<file path="config.mk">
export PLATFORM = sky130hd
export DESIGN_NAME = fifo_ctrl
export DESIGN_NICKNAME = d
export VERILOG_FILES = /design/src/rtl/fifo_ctrl.sv
export SDC_FILE = /design/constraint.sdc
export NUM_CORES = 1
export LEC_CHECK = 0
export ABC_AREA = 1
export CORE_MARGIN = 2
export CORE_UTILIZATION = 40
export CTS_CLUSTER_SIZE = 20
export DETAILED_ROUTE_END_ITERATION = 12
export PLACE_DENSITY = 0.78
export SYNTH_ARGS = -nofsm -noshare
export SYNTH_HDL_FRONTEND = slang
export SYNTH_SLANG_ARGS = --single-unit
</file>
<file path="constraint.sdc">
create_clock -name clk -period 2.8 [get_ports clk]
set_input_delay 0.42 -clock clk [delete_from_list [all_inputs] [get_ports clk]]
set_output_delay 0.42 -clock clk [all_outputs]
set_load 0.02 [all_outputs]
</file>
<file path="src/rtl/fifo_ctrl.sv">
// rtl/fifo_ctrl.sv - push/pop pointer, occupancy and flag control for a dual-port RAM FIFO
// Optional sticky overflow/underflow flag enabled by defining FIFO_ERR_EN.
module fifo_ctrl #(
    parameter int DATA_BITS       = 8,
    parameter int ADDR_BITS       = 6,
    parameter int ALMOST_FULL_TH  = 48,
    parameter int ALMOST_EMPTY_TH = 8
) (
    input  logic                 clk,
    input  logic                 reset,
    input  logic                 push,
    input  logic                 pop,
    output logic [ADDR_BITS-1:0] addr_write,
    output logic [ADDR_BITS-1:0] addr_read,
    output logic                 write,
    output logic                 read,
    output logic                 full,
    output logic                 empty,
    output logic                 almost_full,
    output logic                 almost_empty,
    output logic [ADDR_BITS:0]   fill_level,
    output logic                 valid_out,
    output logic                 error
);

    localparam logic [ADDR_BITS:0]   DEPTH   = {1'b1, {ADDR_BITS{1'b0}}};
    localparam logic [ADDR_BITS:0]   AF_TH   = ALMOST_FULL_TH[ADDR_BITS:0];
    localparam logic [ADDR_BITS:0]   AE_TH   = ALMOST_EMPTY_TH[ADDR_BITS:0];
    localparam logic [ADDR_BITS:0]   CNT_ONE = {{ADDR_BITS{1'b0}}, 1'b1};
    localparam logic [ADDR_BITS-1:0] PTR_ONE = {{(ADDR_BITS-1){1'b0}}, 1'b1};

    // DATA_BITS only documents the attached RAM word width.
    if (DATA_BITS < 1) begin : g_bad_data_bits
        $error("DATA_BITS must be positive");
    end

    logic [ADDR_BITS-1:0] wr_ptr;
    logic [ADDR_BITS-1:0] rd_ptr;
    logic [ADDR_BITS:0]   count;

    assign full         = (count == DEPTH);
    assign empty        = (count == '0);
    assign almost_full  = (count >= AF_TH);
    assign almost_empty = (count <= AE_TH);
    assign fill_level   = count;
    assign addr_write   = wr_ptr;
    assign addr_read    = rd_ptr;

    // Gating by reset keeps the RAM from seeing a strobe on the clearing edge.
    assign write = push & ~full & ~reset;
    assign read  = pop & ~empty & ~reset;

    always_ff @(posedge clk) begin
        if (reset) begin
            wr_ptr    <= '0;
            rd_ptr    <= '0;
            count     <= '0;
            valid_out <= 1'b0;
        end else begin
            if (write) begin
                wr_ptr <= wr_ptr + PTR_ONE;
            end
            if (read) begin
                rd_ptr <= rd_ptr + PTR_ONE;
            end
            if (write && !read) begin
                count <= count + CNT_ONE;
            end else if (read && !write) begin
                count <= count - CNT_ONE;
            end
            valid_out <= read;
        end
    end

`ifdef FIFO_ERR_EN
    logic error_q;

    always_ff @(posedge clk) begin
        if (reset) begin
            error_q <= 1'b0;
        end else if ((push && full) || (pop && empty)) begin
            error_q <= 1'b1;
        end
    end

    assign error = error_q;
`else
    assign error = 1'b0;
`endif

endmodule

</file>
-- After elaboration in Yosys (flattened, before gate mapping)
Index checks and enable logic that the tools add are counted.
- flip-flop bits (word level): 20
- output and inout bits: 27
- $add $sub $neg: 4
- order comparisons: 2
- eq/ne operators: 1
- muxes and demuxes: 2
- bitwise logic cells: 7
- reduce and logical (&&, ||, !) cells: 6
- operator list (cell ; count):
    7-bit 2-to-1 mux ; 2
    6-bit by 1-bit adder with 6-bit output, second input constant ; 2
    7-bit by 1-bit adder with 7-bit output, second input constant ; 1
    7-bit == test, second input constant ; 1
    7-bit by 6-bit >= comparator with 1-bit output, second input constant ; 1
    7-bit by 4-bit less-or-equal comparator with 1-bit output, second input constant ; 1
    7-bit zero test ; 1
    7-bit by 1-bit subtractor with 7-bit output, second input constant ; 1
    1-bit AND ; 4
    1-bit inverter ; 3
    1-bit logical AND ; 2
    1-bit zero test ; 2
    2-bit nonzero test ; 1

-- Depth between registers and ports, before layout
- word-level depth: 8
- mapped depth: 18
- gate-level depth less buffers: 18

-- Worst setup path after synthesis
Ideal clock, no wire load.
- path kind: flip-flop to flip-flop
- start point: reg count[0], in the netlist fill_level[0]
- end point: reg count[4], in the netlist fill_level[4]
- library setup time: 56 ps
- arrival time: 2500 ps
- required time: 2744 ps
- path slack: 244 ps
- cell stages (with the launch flop): 18
- path buffers: 0
- period minus slack after synthesis: 2556 ps
- cells stage by stage: dfxtp_1 nor2_4 nand2_2 inv_2 nand2_4 nand2_4 nor2_1 inv_1 ha_1 inv_1 fa_1 nand2_1 nand2_1 nand2_1 or2_2 nand3_1 nand2_1 inv_1
- word-level cells in the longest chain between the ends: 7
- ends and longest elaborated chain (what ; line ; text):
    start, declared ; 39 ; logic [ADDR_BITS:0] count;
    start signal, assigned ; 67 ; count <= count + CNT_ONE;
    start signal, assigned ; 69 ; count <= count - CNT_ONE;
    7-bit zero test * ; 42 ; assign empty = (count == '0);
    1-bit inverter * ; 51 ; assign read = pop & ~empty & ~reset;
    1-bit AND * (2 in a row) ; 51 ;
    named net read ; 16 ; output logic read,
    1-bit zero test ; 66 ; if (write && !read) begin
    1-bit logical AND ; 66 ;
    7-bit 2-to-1 mux or 2-bit nonzero test (tied branches) ; n/a ;
Mark *: on every way through the listed nets, which the timed path passes. The rest lies on a longest branch. The select of a mux whose other input is x is not followed.
A chain may end at the register's enable or synchronous reset.

-- Worst setup path after layout
- start point: reg count[0], in the netlist fill_level[0]
- end point: reg count[6], in the netlist fill_level[6]
- word-level cells in the longest chain between the ends: 7
- ends and longest elaborated chain (what):
    branches (longest 7 deep; another with 7-bit by 1-bit subtractor with 7-bit output)
Parallel ways; which one is timed is not known. The select of a mux whose other input is x is not followed.

==> flow_summary.ini <==
[run_status]
status = finished clean

[detailed_routing]
drt_iter0_drc = 60
routed_wl_um = 2870
dr.pass1.iters = 4
ant_nets = 0
drc = 0
vias_per_cell = 4.71
wl_per_cell_um = 10.9
via_count = 1244

[synth]
synth_cell_types = 26
synth_area_per_cell_um2 = 6.81
netlist_area_um2 = 1270
yosys.area.top_type = dfxtp_1
yosysSeqAreaShare = 0.316
synth-seq-cells = 20
ys_top_cells_by_area = dfxtp_1 32%, nand2_1 14%, ha_1 7.9%
synth_nets = 199
netlist.area_leader.share = 0.316
yosysWarnings = 0
synthCells = 186

[die]
die_w_um = 60.3
coreArea_um2 = 3030
io_pins = 31
die_h_um = 60.3
rows = 20
dieArea_um2 = 3630
initial_core_util = 0.419

[layout]
fin_nets = 234
n_antenna_cell = 0
drive_gt1_frac = 0.109
instances_no_fill = 264
areaGrowthSynthToFinish_pct = 32.5

[power]
internal_power_uw = 757
pwr-share-clk = 0.187
vdd_drop_max_v = 0.000394
p_switching_uw = 569
powerDensity_nw_per_um2 = 789
power_frac_comb = 0.520
p_seq_frac = 0.294
p_leak_nw = 0.776
switching_share = 0.429

[clock_tree]
post_cts_buffers = 0
cts_tree = yes
clk_latency_ns = 0.31
clkSinkCount = 20
cts_buffers = 3
cts_hold_buffers = 0
ctsRootBufferMaster = clkbuf_4
cts_buffer_depth = 2
htreeDepth = 1
clkTransAtPathRegs_ns = 0.13
cts_resized = 0

[placed_design]
gp_congestion = 0.802
dp.cells = 260
dp_hpwl_um = 2110
portBuffers = 29

[sta]
setup_violations = 0
rsz0062_at_grt = no
finalMaxSlewViolations = 0
period_minus_slack_ns = 2.53
tns_ns = 0
timing.final.crit_share = 0.902
hold_viol = 0
finalClockSkew_ns = 0.00441
fmax_mhz = 396

[worst_hold_path]
hp-class = reg -> reg

[global_routing]
grt_pass1_vias = 1088
grt.overflow.total = 0
grt_pass1_wl_um = 4720
grt_start_max_net_pins = 14
antenna_found_initial = 0
grt_use_total = 0.172

[setup_path]
critPathArrivalTime_ns = 2.76
cp-start-kind = flop
critPathKind = reg -> reg
crit_fanout = 8
critPathRequiredTime_ns = 3.03
crit_path_end_kind = flop

[run]
maxCapViolCount = 0
## worst paths after layout
check                             start                    endpoint  slack [ns]  depth (start not counted)
min reg2reg  addr_write[5]$_SDFFE_PP0P_  addr_write[5]$_SDFFE_PP0P_        0.51                          2
max reg2reg  fill_level[0]$_SDFFE_PP0P_  fill_level[6]$_SDFFE_PP0P_        0.27                         18
max          fill_level[0]$_SDFFE_PP0P_  fill_level[6]$_SDFFE_PP0P_        0.27                         18
min          addr_write[5]$_SDFFE_PP0P_  addr_write[5]$_SDFFE_PP0P_        0.51                          2
## placed cells by master (no fill, tap or decap)
| cell | instances |
|---|---|
| conb_1 | 1 |
| clkbuf_4 | 3 |
| ha_1 | 8 |
| fa_1 | 1 |
| a21oi_2 | 1 |
| dfxtp_1 | 20 |
| nand4_1 | 3 |
| clkdlybuf4s50_1 | 29 |
| nand2_4 | 2 |
| nand3_1 | 15 |
| inv_1 | 24 |
| nor2_1 | 26 |
| o211ai_1 | 1 |
| or2_2 | 1 |
| nand2_1 | 47 |
| inv_4 | 2 |
| o21ai_0 | 5 |
| inv_2 | 2 |
| o21bai_4 | 1 |
| buf_4 | 4 |
| xnor2_1 | 3 |
| nor2_4 | 2 |
| bufinv_16 | 1 |
| a21oi_1 | 10 |
| nand2_2 | 4 |
| nand3_2 | 1 |
| xor2_1 | 3 |
## worst max-delay path, cell delays in order, from the launching register on
cell	delay, ns
dfxtp_1	0.50
nor2_4	0.07
nand2_2	0.14
inv_2	0.07
nand2_4	0.11
nand2_4	0.08
nor2_1	0.12
inv_1	0.06
ha_1	0.20
inv_1	0.20
ha_1	0.30
inv_1	0.08
nand2_1	0.08
nand3_1	0.13
nand2_1	0.07
nand2_1	0.06
nand3_1	0.06
nand2_1	0.07
inv_1	0.03
## power by group through the flow
stage	Sequential, mW	Clock [mW]	Combinational (mW)
2_1_floorplan	0.436	0	0.415
3_3_place_gp	0.395	0	0.671
3_5_place_dp	0.395	0	0.680
4_1_cts	0.389	0.252	0.691
5_1_grt	0.399	0.264	0.767
6_report	0.389	0.248	0.689
## flip-flops by register name (all words and copies together), names as in the netlist
register and flops:
fill_level 7, addr_read 6, addr_write 6, valid_out 1
## synth_stat cells
master    count
o211ai_1      1
ha_1          8
xnor2_1       3
nand2_1      47
o21ai_0       5
a21oi_1      10
nor2_4        2
fa_1          1
o21bai_4      1
nand4_1       3
dfxtp_1      20
buf_4         1
nand2_4       2
inv_4         2
clkbuf_1      1
nand3_1      15
nand2_2       4
inv_1        24
conb_1        1
inv_2         2
xor2_1        3
nor2_1       26
nand3_2       1
buf_2         1
a21oi_2       1
or2_2         1
## logic make-up after synthesis
kind of cell / count (synthesis) / share of synthesized area
xor gates and xnor gates: 6 / 0.0415
buffers and inverters: 31 / 0.0997
DFF: 20 / 0.316
other: 1 / 0.00296
AOI/OAI and AO/OA: 18 / 0.0869
adders and majority gates: 9 / 0.0948
and+or+nand+nor: 101 / 0.358
## through the flow
stage / total power [mW] / area [µm²] / setup slack [ns] / util / hold WS [ns]
6_report: 1.33 / 1680 / 0.275 / 0.555 / 0.513
4_1_cts: 1.33 / 1680 / 0.291 / 0.555 / 0.517
2_1_floorplan: 0.850 / 1270 / 0.244 / - / 0.561
3_5_place_dp: 1.07 / 1630 / 0.147 / 0.537 / 0.495
5_1_grt: 1.43 / 1680 / 0.0345 / 0.555 / 0.531
3_3_place_gp: 1.07 / 1630 / 0.183 / 0.537 / 0.493
## per-layer routing
layer	vias up	wire, µm	GRT usage
li1	648	-	-
met1	562	1410	0.228
met2	28	1320	0.284
met3	6	101	0.0325
met4	0	36	0.0476
met5	-	0	0
## final cells by class
type,count,area [µm²]
flip-flops and latches,20,400
fillers,298,1350
clock inverters,1,30.0
multi-input cells,135,741
clock buffers,3,22.5
inverters,28,110
repair buffers,33,320
well taps,44,55.1
No activity file was read; power rests on OpenSTA's default activity.
